## src/rtl/pe_packet_injector.sv

```systemverilog
// Round-robin packetizer: four typed PE sources into a 2-entry FIFO toward the NoC router port.
// Optional per-type pop counters (stat_*) when PE_PACKET_INJECTOR_STATS_EN is defined.
module pe_packet_injector #(
    parameter logic [3:0]  SOURCE_ADDRESS = 4'h0,
    parameter int unsigned IFMAP_LENGTH   = 25,
    parameter int unsigned FILTER_LENGTH  = 40,
    parameter int unsigned RESIDUE_LENGTH = 13,
    parameter int unsigned PSUM_LENGTH    = 13
) (
    input  logic                      clk,
    input  logic                      rst_n,
    input  logic                      ifmap_valid,
    output logic                      ifmap_ready,
    input  logic [IFMAP_LENGTH-1:0]   ifmap_data,
    input  logic [3:0]                ifmap_dest,
    input  logic                      filter_valid,
    output logic                      filter_ready,
    input  logic [FILTER_LENGTH-1:0]  filter_data,
    input  logic [3:0]                filter_dest,
    input  logic                      residue_valid,
    output logic                      residue_ready,
    input  logic [RESIDUE_LENGTH-1:0] residue_data,
    input  logic [3:0]                residue_dest,
    input  logic                      psum_valid,
    output logic                      psum_ready,
    input  logic [PSUM_LENGTH-1:0]    psum_data,
    input  logic [3:0]                psum_dest,
`ifdef PE_PACKET_INJECTOR_STATS_EN
    output logic [15:0]               stat_ifmap,
    output logic [15:0]               stat_filter,
    output logic [15:0]               stat_residue,
    output logic [15:0]               stat_psum,
`endif
    output logic                      pkt_valid,
    input  logic                      pkt_ready,
    output logic [63:0]               pkt_data
);
    localparam int unsigned PAYLOAD_W = 54;

    logic [1:0]  count_q;
    logic [1:0]  rr_q;
    logic        rd_ptr_q;
    logic        wr_ptr_q;
    logic [63:0] buf_q [2];

    logic [3:0]  valid_vec;
    logic [3:0]  grant_vec;
    logic        grant_any;
    logic [1:0]  grant_idx;
    logic [1:0]  scan_idx;
    logic [63:0] push_pkt;
    logic        push;
    logic        pop;

    assign valid_vec = {psum_valid, residue_valid, filter_valid, ifmap_valid};

    // Grant depends only on valids, rr and count, never on pkt_ready.
    always_comb begin
        grant_any = 1'b0;
        grant_idx = rr_q;
        scan_idx  = rr_q;
        if (rst_n && count_q != 2'd2) begin
            for (int i = 0; i < 4; i++) begin
                scan_idx = rr_q + 2'(i);
                if (!grant_any && valid_vec[scan_idx]) begin
                    grant_any = 1'b1;
                    grant_idx = scan_idx;
                end
            end
        end
    end

    assign grant_vec     = grant_any ? (4'b0001 << grant_idx) : 4'b0000;
    assign ifmap_ready   = grant_vec[0];
    assign filter_ready  = grant_vec[1];
    assign residue_ready = grant_vec[2];
    assign psum_ready    = grant_vec[3];

    always_comb begin
        push_pkt = '0;
        unique case (grant_idx)
            2'd0: push_pkt = {ifmap_dest, SOURCE_ADDRESS, 2'b00, PAYLOAD_W'(ifmap_data)};
            2'd1: push_pkt = {filter_dest, SOURCE_ADDRESS, 2'b01, PAYLOAD_W'(filter_data)};
            2'd2: push_pkt = {residue_dest, SOURCE_ADDRESS, 2'b10, PAYLOAD_W'(residue_data)};
            2'd3: push_pkt = {psum_dest, SOURCE_ADDRESS, 2'b11, PAYLOAD_W'(psum_data)};
            default: push_pkt = '0;
        endcase
    end

    assign pkt_valid = (count_q != 2'd0);
    assign pkt_data  = buf_q[rd_ptr_q];
    assign pop       = pkt_valid & pkt_ready;
    assign push      = grant_any;

    always_ff @(posedge clk or negedge rst_n) begin
        if (!rst_n) begin
            count_q  <= 2'd0;
            rr_q     <= 2'd0;
            rd_ptr_q <= 1'b0;
            wr_ptr_q <= 1'b0;
            buf_q[0] <= '0;
            buf_q[1] <= '0;
        end else begin
            if (push) begin
                buf_q[wr_ptr_q] <= push_pkt;
                wr_ptr_q        <= ~wr_ptr_q;
                rr_q            <= grant_idx + 2'd1;
            end
            if (pop) begin
                rd_ptr_q <= ~rd_ptr_q;
            end
            count_q <= count_q + {1'b0, push} - {1'b0, pop};
        end
    end

`ifdef PE_PACKET_INJECTOR_STATS_EN
    logic [15:0] stat_q [4];

    // Counters are indexed by the type field of the packet leaving the buffer.
    always_ff @(posedge clk or negedge rst_n) begin
        if (!rst_n) begin
            for (int i = 0; i < 4; i++) begin
                stat_q[i] <= 16'd0;
            end
        end else if (pop && stat_q[pkt_data[55:54]] != 16'hFFFF) begin
            stat_q[pkt_data[55:54]] <= stat_q[pkt_data[55:54]] + 16'd1;
        end
    end

    assign stat_ifmap   = stat_q[0];
    assign stat_filter  = stat_q[1];
    assign stat_residue = stat_q[2];
    assign stat_psum    = stat_q[3];
`endif

endmodule

```

## config.mk

```make
export PLATFORM = sky130hd
export DESIGN_NAME = pe_packet_injector
export DESIGN_NICKNAME = d
export VERILOG_FILES = /design/src/rtl/pe_packet_injector.sv
export SDC_FILE = /design/constraint.sdc
export NUM_CORES = 1
export LEC_CHECK = 0
export CORE_MARGIN = 2
export CORE_UTILIZATION = 46
export DETAILED_ROUTE_END_ITERATION = 6
export GPL_TIMING_DRIVEN = 0
export PLACE_DENSITY_LB_ADDON = 0.25
export SYNTH_ARGS = -nofsm -noshare
export SYNTH_HDL_FRONTEND = slang
export SYNTH_SLANG_ARGS = --single-unit
```

## constraint.sdc

```tcl
create_clock -name clk -period 3.85 [get_ports clk]
set_input_delay 0.77 -clock clk [delete_from_list [all_inputs] [get_ports clk]]
set_output_delay 0.77 -clock clk [all_outputs]
set_load 0.02 [all_outputs]
```

Word level (Yosys, flattened, before mapping)
Cells that the tools add are included.
{"block": "totals", "word_cells": 67, "ff_bits": 134, "output_inout_bits": 69, "inputBits": 114}
{"block": "op_classes", "n_reduce_logical": 10, "n_eq_ne": 4, "n_shift": 1, "n_bitwise": 5, "addsub": 6, "n_lt_le_gt_ge": 7, "mux": 28}
{"op": "64-bit 2-to-1 mux", "n": 4}
{"op": "64-bit one-hot mux with 4 select lines", "n": 1}
{"op": "128-bit bitwise mux", "n": 1}
{"op": "64-bit demux with 1-bit select", "n": 1}
{"op": "2-bit by 3-bit less-than comparator with 1-bit output, second input constant", "n": 4}
{"op": "1-bit 2-to-1 mux", "n": 12}
{"op": "1-bit binary-select mux with 2-bit select", "n": 4}
{"op": "2-bit 2-to-1 mux", "n": 4}
{"op": "1-bit logical AND", "n": 5}
{"op": "2-bit by 1-bit adder with 2-bit output, second input constant", "n": 2}
{"op": "2-bit adder, second input constant", "n": 2}
{"op": "2-bit == test, second input constant", "n": 2}
{"op": "2-bit greater-or-equal comparator, second input constant", "n": 2}
{"op": "4-bit 2-to-1 mux", "n": 1}
{"op": "1-bit inverter with 2-bit output", "n": 2}
{"op": "1-bit by 2-bit left shift with 4-bit output, first input constant", "n": 1}
{"op": "1-bit logical NOT", "n": 3}
{"op": "2-bit by 1-bit adder with 2-bit output", "n": 1}
{"op": "2-bit by 1-bit == test with 1-bit output, second input constant", "n": 1}
{"op": "2-bit logical NOT", "n": 1}
{"op": "2-bit by 1-bit less-than comparator with 1-bit output, second input constant", "n": 1}
{"op": "2-bit != test, second input constant", "n": 1}
{"op": "1-bit inverter", "n": 2}
{"op": "2-bit nonzero test", "n": 1}
{"op": "other kinds (2)", "n": 2}

Depth between registers and ports, before layout
Gate-level depths: netlist of the first run.
{"block": "logic_depth", "depth_word": 19, "mapped_depth": 12, "ltp_nobuf": 9}

Least setup slack after synthesis of the first run
OpenSTA, ideal clock, no wires.
{"block": "synth_path", "path_kind": "input -> output", "from": "in filter_valid", "to": "out filter_ready", "t_required_ns": 3.080, "n_path_buf": 4, "cell_stages": 10, "setup_slack_ns": 0.074, "t_arrival_ns": 3.006, "cell_sequence": "buf_2 > nor3b_1 > o21ai_1 > a31oi_4 > xor2_1 > ha_1 > clkbuf_1 > clkbuf_1 > clkbuf_1 > and2_1"}
{"block": "synth_via", "elab_chain_cells": 18, "word_cells_on_any_way": 28, "classes_between": "shift (1); mux (21); reduce/logical (6)"}
{"item": "from (decl)", "line": "16", "text": "input logic filter_valid,"}
{"item": "1-bit binary-select mux with 2-bit select", "line": "65", "text": "if (!grant_any && valid_vec[scan_idx]) begin"}
{"item": "1-bit 2-to-1 mux (not written as such)", "line": "65"}
{"item": "1-bit 2-to-1 mux", "line": "65"}
{"item": "1-bit 2-to-1 mux", "line": "62", "text": "if (rst_n && count_q != 2'd2) begin"}
{"item": "1-bit logical NOT", "line": "65"}
{"item": "1-bit logical AND", "line": "65"}
{"item": "1-bit 2-to-1 mux", "line": "65"}
{"item": "1-bit 2-to-1 mux", "line": "62"}
{"item": "(+2 left out)"}
{"item": "1-bit 2-to-1 mux", "line": "65"}
{"item": "1-bit 2-to-1 mux", "line": "62"}
{"item": "1-bit logical NOT", "line": "65"}
{"item": "1-bit logical AND", "line": "65"}
{"item": "2-bit 2-to-1 mux", "line": "65"}
{"item": "2-bit 2-to-1 mux", "line": "62"}
{"item": "1-bit by 2-bit left shift with 4-bit output", "line": "73", "text": "assign grant_vec = grant_any ? (4'b0001 << grant_idx) : 4'b0000;"}
{"item": "4-bit 2-to-1 mux (*)", "line": "73"}
{"item": "to (decl)", "line": "17", "text": "output logic filter_ready,"}
Every way passes the cells marked *; elsewhere a longest branch is shown, timed or not. The select of a mux whose other input is x is not followed.

Final worst setup path of the first run
{"block": "layout_path", "from": "in residue_valid", "to": "out filter_ready"}
{"block": "layout_via", "elab_chain_cells": 18, "word_cells_on_any_way": 28, "classes_between": "shift (1); mux (21); reduce/logical (6)"}
{"item": "from (decl)", "line": "20", "text": "input logic residue_valid,"}
{"item": "1-bit binary-select mux with 2-bit select", "line": "65"}
{"item": "1-bit 2-to-1 mux (not written as such)", "line": "65"}
{"item": "1-bit 2-to-1 mux", "line": "65"}
{"item": "1-bit 2-to-1 mux", "line": "62"}
{"item": "1-bit logical NOT", "line": "65"}
{"item": "1-bit logical AND", "line": "65"}
{"item": "1-bit 2-to-1 mux", "line": "65"}
{"item": "1-bit 2-to-1 mux", "line": "62"}
{"item": "(+2 left out)"}
{"item": "1-bit 2-to-1 mux", "line": "65"}
{"item": "1-bit 2-to-1 mux", "line": "62"}
{"item": "1-bit logical NOT", "line": "65"}
{"item": "1-bit logical AND", "line": "65"}
{"item": "2-bit 2-to-1 mux", "line": "65"}
{"item": "2-bit 2-to-1 mux", "line": "62"}
{"item": "1-bit by 2-bit left shift with 4-bit output", "line": "73"}
{"item": "4-bit 2-to-1 mux (*)", "line": "73"}
Marked as above.

==> results of run 1 <==
## logic make-up after synthesis
| logic type | after synthesis | synth area share, % |
|---|---|---|
| and+or+nand+nor | 170 | 14.3 |
| adders and majority gates | 7 | 1.63 |
| other | 1 | 0.0698 |
| AOI/OAI and AO/OA | 77 | 10.6 |
| xor gates and xnor gates | 7 | 1.14 |
| muxes | 93 | 19.1 |
| DFF | 98 | 45.6 |
| buffers and inverters | 76 | 7.45 |
## cell usage in the layout, fill, tap and decap left out, types with 9 or more instances in the layout
master / count
sky130_fd_sc_hd__clkdlybuf4s50_1: 155
sky130_fd_sc_hd__nand2_1: 141
sky130_fd_sc_hd__dfrtp_1: 98
sky130_fd_sc_hd__mux2_2: 46
sky130_fd_sc_hd__buf_4: 35
sky130_fd_sc_hd__o21ai_1: 32
sky130_fd_sc_hd__mux2_1: 29
sky130_fd_sc_hd__inv_1: 22
sky130_fd_sc_hd__conb_1: 18
sky130_fd_sc_hd__a222oi_1: 17
sky130_fd_sc_hd__mux2i_1: 17
sky130_fd_sc_hd__clkbuf_1: 11
sky130_fd_sc_hd__a22o_1: 11
sky130_fd_sc_hd__clkbuf_16: 9
## state kept, by name (all words and copies together), names as in the netlist
| signal | flops |
|---|---|
| buf_q | 92 |
| wr_ptr_q | 1 |
| rr_q | 2 |
| rd_ptr_q | 1 |
| count_q | 2 |
## area by class of cell
class                           count  area (um2)  share of cell area [%]
Inverter                           23        86.3                    1.12
Clock inverter                      3        21.3                   0.276
Clock buffer                       13         270                    3.51
Multi-Input combinational cell    372        2650                    34.4
Tap cell                          143         179                    2.32
Buffer                             50         337                    4.37
Timing Repair Buffer              171        1710                    22.1
Sequential cell                    98        2450                    31.8
## critical path: stages
cell and delay, ns:
sky130_fd_sc_hd__clkbuf_2 0.16, sky130_fd_sc_hd__or3b_1 0.39, sky130_fd_sc_hd__a21o_1 0.24, sky130_fd_sc_hd__a31oi_4 0.24
sky130_fd_sc_hd__xor2_2 0.20, sky130_fd_sc_hd__ha_2 0.23, sky130_fd_sc_hd__clkbuf_8 0.19, sky130_fd_sc_hd__clkbuf_8 0.18
sky130_fd_sc_hd__and2_1 0.12, sky130_fd_sc_hd__clkdlybuf4s15_2 0.25
## how the worst max path moves through the flow
stage	from	endpoint	cells past startpoint
after floorplan	filter_valid	filter_ready	10
after global placement	rst_n	filter_ready	10
after detailed placement	psum_valid	filter_ready	11
after CTS	residue_valid	filter_ready	10
after global routing	residue_valid	filter_ready	10
final	residue_valid	filter_ready	10
## power by group
part,internal (mW),switching [mW]
clock,0.493,0.379
sequential,1.49,0.235
combinational,1.73,2.00
## cells in the mapped netlist (all sizes together), types with 2 or more instances
| library cell | instances |
|---|---|
| nand2 | 141 |
| nand3 | 2 |
| xor2 | 2 |
| buf | 36 |
| and2 | 5 |
| a21oi | 2 |
| nor2 | 3 |
| nor2b | 2 |
| nor3b | 2 |
| xnor2 | 5 |
| ha | 7 |
| o2111ai | 2 |
| a311o | 2 |
| o21ai | 35 |
| inv | 23 |
| a22o | 11 |
| nand4 | 3 |
| nor3 | 2 |
| a222oi | 17 |
| nor4 | 3 |
| mux2i | 18 |
| clkbuf | 17 |
| mux2 | 75 |
| dfrtp | 98 |
## routing by layer
| layer | part of all wire, % | routed length (um) | up-vias | GRT usage [%] |
|---|---|---|---|---|
| li1 | - | - | 2184 | - |
| met1 | 41 | 6190 | 2282 | 29.7 |
| met2 | 51 | 7760 | 166 | 43.2 |
| met4 | 1.9 | 291 | 0 | 7.89 |
| met5 | 0 | 0 | - | 0 |
| met3 | 5.9 | 897 | 21 | 4.97 |
## per-stage QoR
step / std cells / util (%) / setup WS [ns]
after floorplan: 546 / - / 0.0743
after global placement: 852 / 63.5 / -5.30
after detailed placement: 853 / 63.7 / -1.82
after CTS: 869 / 67.2 / -0.117
after global routing: 873 / 67.5 / -0.0258
final: 873 / 67.5 / 0.102
## what timing repair did
action                     in CTS  in global routing
pin swaps                       2                  3
buffers inserted                3                  4
setup endpoints to repair      67                  3
gates resized for setup        33                 12
==> impl_results.md, run 1 <==
* Area growth, synth to finish at 43.4%
* Fraction of the yosys area taken by sequential cells at 45.6%
* Die outline width at 112 um
* Clock tree from TritonCTS: done
* Detailed placer's ending HPWL at 11200 um
* Number of distinct library cells after synthesis at 50
* Remaining max-slew budget at the tightest pin at 50.7%
* CTS Buf Count at 9
* Layout Cell Area excl Fill at 7710 um2
* Power per standard cell area at 821 nW/um2
* Routed len/inst at 17.3 um
* Fin. Hold Viols at 0
* Warning count from the yosys run at 0
* First-pass DRT Iterations at 5
* Register-to-Register Path Depth at 9
* Placement-stage cell area at 7270 um2
* Maximum level of the CTS H-tree at 3
* TNS Setup at 0 ns
* Quantity of hold-fixing buffers added after cts at 0
* Count of vias placed by the detailed router at 4653
* Syn avg cell area at 10.2 um2
* Worst-case hold slack at 0.303 ns
* Number of buffers between clock root and the deepest sink at 2
* Worst EP arrival at 2.98 ns
* Fmax at 0.267 GHz
* Antenna violations before repair at 0
* FILL cells at 911
* Wire length after detailed routing at 15100 um
* Net count of the finished layout at 846
* Post-synthesis register bit count at 98
* Core Box Area at 11400 um2
* Post-detailed-route DRC marker count at 0
* Total overflow reported by the global router at 0
* Global Route Usage Sum at 24.3%
* Number of enable flip-flop cells after synthesis at 0
* # Max-Cap Violations at 0
* Top FF cell, synth: sky130_fd_sc_hd__dfrtp_1
* Count of input and output buffers at 163
* Die area at 12600 um2
* Share of layout cells above drive strength 1 at 18.6%
* Die height at 112 um
* Startpoint-to-endpoint class of the critical path: primary input to output port
* Number of global-route vias before repair at 4866
* Reg clk slew, reported paths at 0.06 ns
* Leakage power total at 3.54 nW
* Share of Yosys cell area claimed by the top area cell type at 45.6%
* Clock period minus final worst setup slack at 3.75 ns
* Number of slew-limit violations in the final report at 0
* Total clock sinks at 98
* Worst r2r src: rr_q[0]
* VDD IR max at 0.422 mV
* Worst setup EP type: output port
* Row Count at 39
* Startpoint type of the worst setup path: primary input
* Library cell with the largest summed area after synthesis: sky130_fd_sc_hd__dfrtp_1
* Root cell of the clock tree: sky130_fd_sc_hd__clkbuf_16
* Synthesized netlist cell count at 529
* Worst Tran Pin Value at 0.740 ns
* Cell types with the largest area share after synthesis: sky130_fd_sc_hd__dfrtp_1, sky130_fd_sc_hd__nand2_1, sky130_fd_sc_hd__mux2_2
* Status: completed
* Worst reg2reg path endpoint: buf_q[7]
* Biggest fanout along the worst timing path at 10
* Async SR Flop Fraction at 100%
* Final clock skew at 0.00737 ns
* FF-to-FF setup slack at 0.53 ns
* Initial Utilization at 47.1%
* Post-synthesis cell area at 5370 um2
* Maximum number of pins on one net before global-route repair at 53
* Boundary pin count at 183
* Post-DR vias/cell at 5.33
* Share of the cycle needed by the critical path after routing at 97.3%
* Routability Congestion at 0.861
* First-pass GRT wire length at 24200 um
* ANT nets after route at 0
* Post-layout power at 6.33 mW
* Total setup violations reported at the end of the flow at 0
* Worst skew pair latency at 0.34 ns
* Type of the tightest min-delay check: primary input to async pin
* Data required time of the critical path at 3.08 ns
* Ant. Diodes at 0
* Iter 0 DRT Violations at 305
No activity file was read; power rests on OpenSTA's default activity.
==> run 2: changes to the inputs <==
--- a/config.mk
+++ b/config.mk
@@ -10,6 +10,7 @@
 export DETAILED_ROUTE_END_ITERATION = 6
 export GPL_TIMING_DRIVEN = 0
 export PLACE_DENSITY_LB_ADDON = 0.25
+export SKIP_CTS_REPAIR_TIMING = 1
 export SYNTH_ARGS = -nofsm -noshare
 export SYNTH_HDL_FRONTEND = slang
 export SYNTH_SLANG_ARGS = --single-unit
==> impl_results.md, run 2 (synthesized netlist as in run 1, its figures left out) <==
* Ant. Diodes at 0 (unchanged)
* Worst setup EP type: output port
* Area growth, synth to finish at 42.6%
* Reg clk slew, reported paths at 0.06 ns (about the same)
* Data required time of the critical path at 3.08 ns (about the same)
* Flip-flop count of the largest register after layout at 92 (unchanged)
* Largest regs: buf_q (92), count_q (2), rr_q (2)
* Count of vias placed by the detailed router at 4638 (-0.32%)
* Status: completed
* Initial Utilization at 47.1% (unchanged)
* Post-DR vias/cell at 5.33 (about the same)
* FF-to-FF setup slack at 0.49 ns (-0.04 ns)
* Power per standard cell area at 820 nW/um2 (-0.14%)
* Fmax at 0.268 GHz (+0.28%)
* First-pass DRT Iterations at 5 (unchanged)
* First-pass GRT wire length at 24100 um (-0.71%)
* FILL cells at 912 (+0.11%)
* ANT nets after route at 0 (unchanged)
* Commonest cells after routing, fill and taps aside: sky130_fd_sc_hd__clkdlybuf4s50_1, sky130_fd_sc_hd__nand2_1, sky130_fd_sc_hd__dfrtp_1
* CTS Buf Count at 9 (unchanged)
* Worst skew pair latency at 0.34 ns (about the same)
* Startpoint-to-endpoint class of the critical path: primary input to output port
* Root cell of the clock tree: sky130_fd_sc_hd__clkbuf_16
* Biggest fanout along the worst timing path at 10 (unchanged)
* Count of input and output buffers at 163 (unchanged)
* Final clock skew at 0.00717 ns (-0.000206 ns)
* Worst Tran Pin Value at 0.741 ns (+0.00112 ns)
* Die outline width at 112 um (unchanged)
* Share of layout cells above drive strength 1 at 17.6% (-1.0 points)
* Fraction of power consumed by combinational cells at 58.7% (-0.3 points)
* Type of the tightest min-delay check: primary input to async pin
* Die height at 112 um (unchanged)
* VDD IR max at 0.421 mV (-0.41%)
* # Max-Cap Violations at 0 (unchanged)
* Worst reg2reg path endpoint: buf_q[7]
* Placement-stage cell area at 7270 um2 (unchanged)
* Detailed placer's ending HPWL at 11200 um (unchanged)
* Clock period minus final worst setup slack at 3.74 ns (-0.0106 ns)
* Worst r2r src: rr_q[0]
* Total setup violations reported at the end of the flow at 0 (unchanged)
* Remaining max-slew budget at the tightest pin at 50.6% (-0.074 points)
* Commonest non-fill, non-tap cell in the layout: sky130_fd_sc_hd__clkdlybuf4s50_1
* Net switching fraction of the power at 41.3% (-0.053 points)
* Share of the cycle needed by the critical path after routing at 97.1% (-0.27 points)
* Global Route Usage Sum at 24.1% (-0.20 points)
* Number of buffers between clock root and the deepest sink at 2 (unchanged)
* Post-detailed-route DRC marker count at 0 (unchanged)
* Number of slew-limit violations in the final report at 0 (unchanged)
* Iter 0 DRT Violations at 247 (-19%)
* Core Box Area at 11400 um2 (unchanged)
* Fin. Hold Viols at 0 (unchanged)
* Total clock sinks at 98 (unchanged)
* Register-to-Register Path Depth at 9 (unchanged)
* Register with the highest flop count: buf_q
* Layout Cell Area excl Fill at 7660 um2 (-0.57%)
* Worst EP arrival at 2.97 ns (about the same)
* Post-layout power at 6.28 mW (-0.70%)
* Die area at 12600 um2 (unchanged)
* Switching power at 2.59 mW (-0.83%)
* Row Count at 39 (unchanged)
* Sequential power share at 27.5% (+0.2 points)
* Net count of the finished layout at 843 (-0.35%)
* Cell-internal power at 3.69 mW (-0.61%)
* Startpoint type of the worst setup path: primary input
* Clock tree from TritonCTS: done
* Clock power frac at 13.8% (about the same)
* Wire length after detailed routing at 15100 um (-0.32%)
* Number of global-route vias before repair at 4867 (+0.021%)
* Maximum level of the CTS H-tree at 3 (unchanged)
* Routed len/inst at 17.3 um (about the same)
* Routability Congestion at 0.861 (unchanged)
* Leakage power total at 3.57 nW (+0.86%)
* TNS Setup at 0 ns (unchanged)
* Boundary pin count at 183 (unchanged)
* Antenna violations before repair at 0 (unchanged)
* Total overflow reported by the global router at 0 (unchanged)
* Maximum number of pins on one net before global-route repair at 53 (unchanged)
==> run 2: cell count changes in the layout (fill, tap and decap cells not counted), sizes merged <==
cell / before / now
clkbuf: 30 / 26
dlygate4sd2: 3 / 0
clkdlybuf4s15: 1 / 0
dlymetal6s2s: 0 / 5
==> run 2: critical path: stages <==
cell	delay, ns
sky130_fd_sc_hd__dlymetal6s2s_1	0.22
sky130_fd_sc_hd__or3b_1	0.41
sky130_fd_sc_hd__a21o_1	0.23
sky130_fd_sc_hd__a31oi_4	0.22
sky130_fd_sc_hd__xor2_2	0.19
sky130_fd_sc_hd__ha_2	0.25
sky130_fd_sc_hd__buf_6	0.18
sky130_fd_sc_hd__buf_4	0.19
sky130_fd_sc_hd__and2_1	0.13
sky130_fd_sc_hd__clkbuf_2	0.16
==> run 2: area by class of cell <==
class                   count  area (um2)  area share, %
plain buffers              50         325           4.25
clock buffers              13         270           3.53
clock inverters             3        21.3          0.278
inverters                  23        86.3           1.13
multi-input cells         372        2630           34.3
flip-flops and latches     98        2450           32.0
well taps                 143         179           2.34
repair buffers            168        1700           22.2
==> run 2: metal layers <==
layer	track usage, %	routed length (um)	vias to the layer above
met5	0	0	-
met3	5.29	941	21
met4	8.37	277	0
met2	42.6	7720	163
li1	-	-	2176
met1	29.1	6160	2278
==> run 2: worst max-delay path by stage <==
stage / slack, ns / to / cells after the start / from
2_1_floorplan: 0.07 / filter_ready / 10 / filter_valid
3_3_place_gp: -5.30 / filter_ready / 10 / rst_n
3_5_place_dp: -1.82 / filter_ready / 11 / psum_valid
4_1_cts: -1.85 / filter_ready / 11 / psum_valid
5_1_grt: -0.007 / filter_ready / 10 / residue_valid
6_report: 0.11 / filter_ready / 10 / residue_valid
==> run 2: stage by stage <==
stage	cells	hold slack, ns	util, %	setup WS [ns]
detailed placement	853	0.459	63.7	-1.82
finish	870	0.308	67.1	0.113
global route	870	0.319	67.1	-0.00678
global placement	852	0.452	63.5	-5.30
floorplan	546	0.442	-	0.0743
CTS	869	0.475	66.3	-1.85
==> run 2: power by group through the flow <==
stage               registers (mW)  logic (mW)  clock network [mW]
detailed placement            1.74        3.57                   0
floorplan                     1.66        2.28                   0
global route                  1.78        3.97               0.929
finish                        1.73        3.69               0.870
global placement              1.70        3.49                   0
CTS                           1.72        3.60               0.880
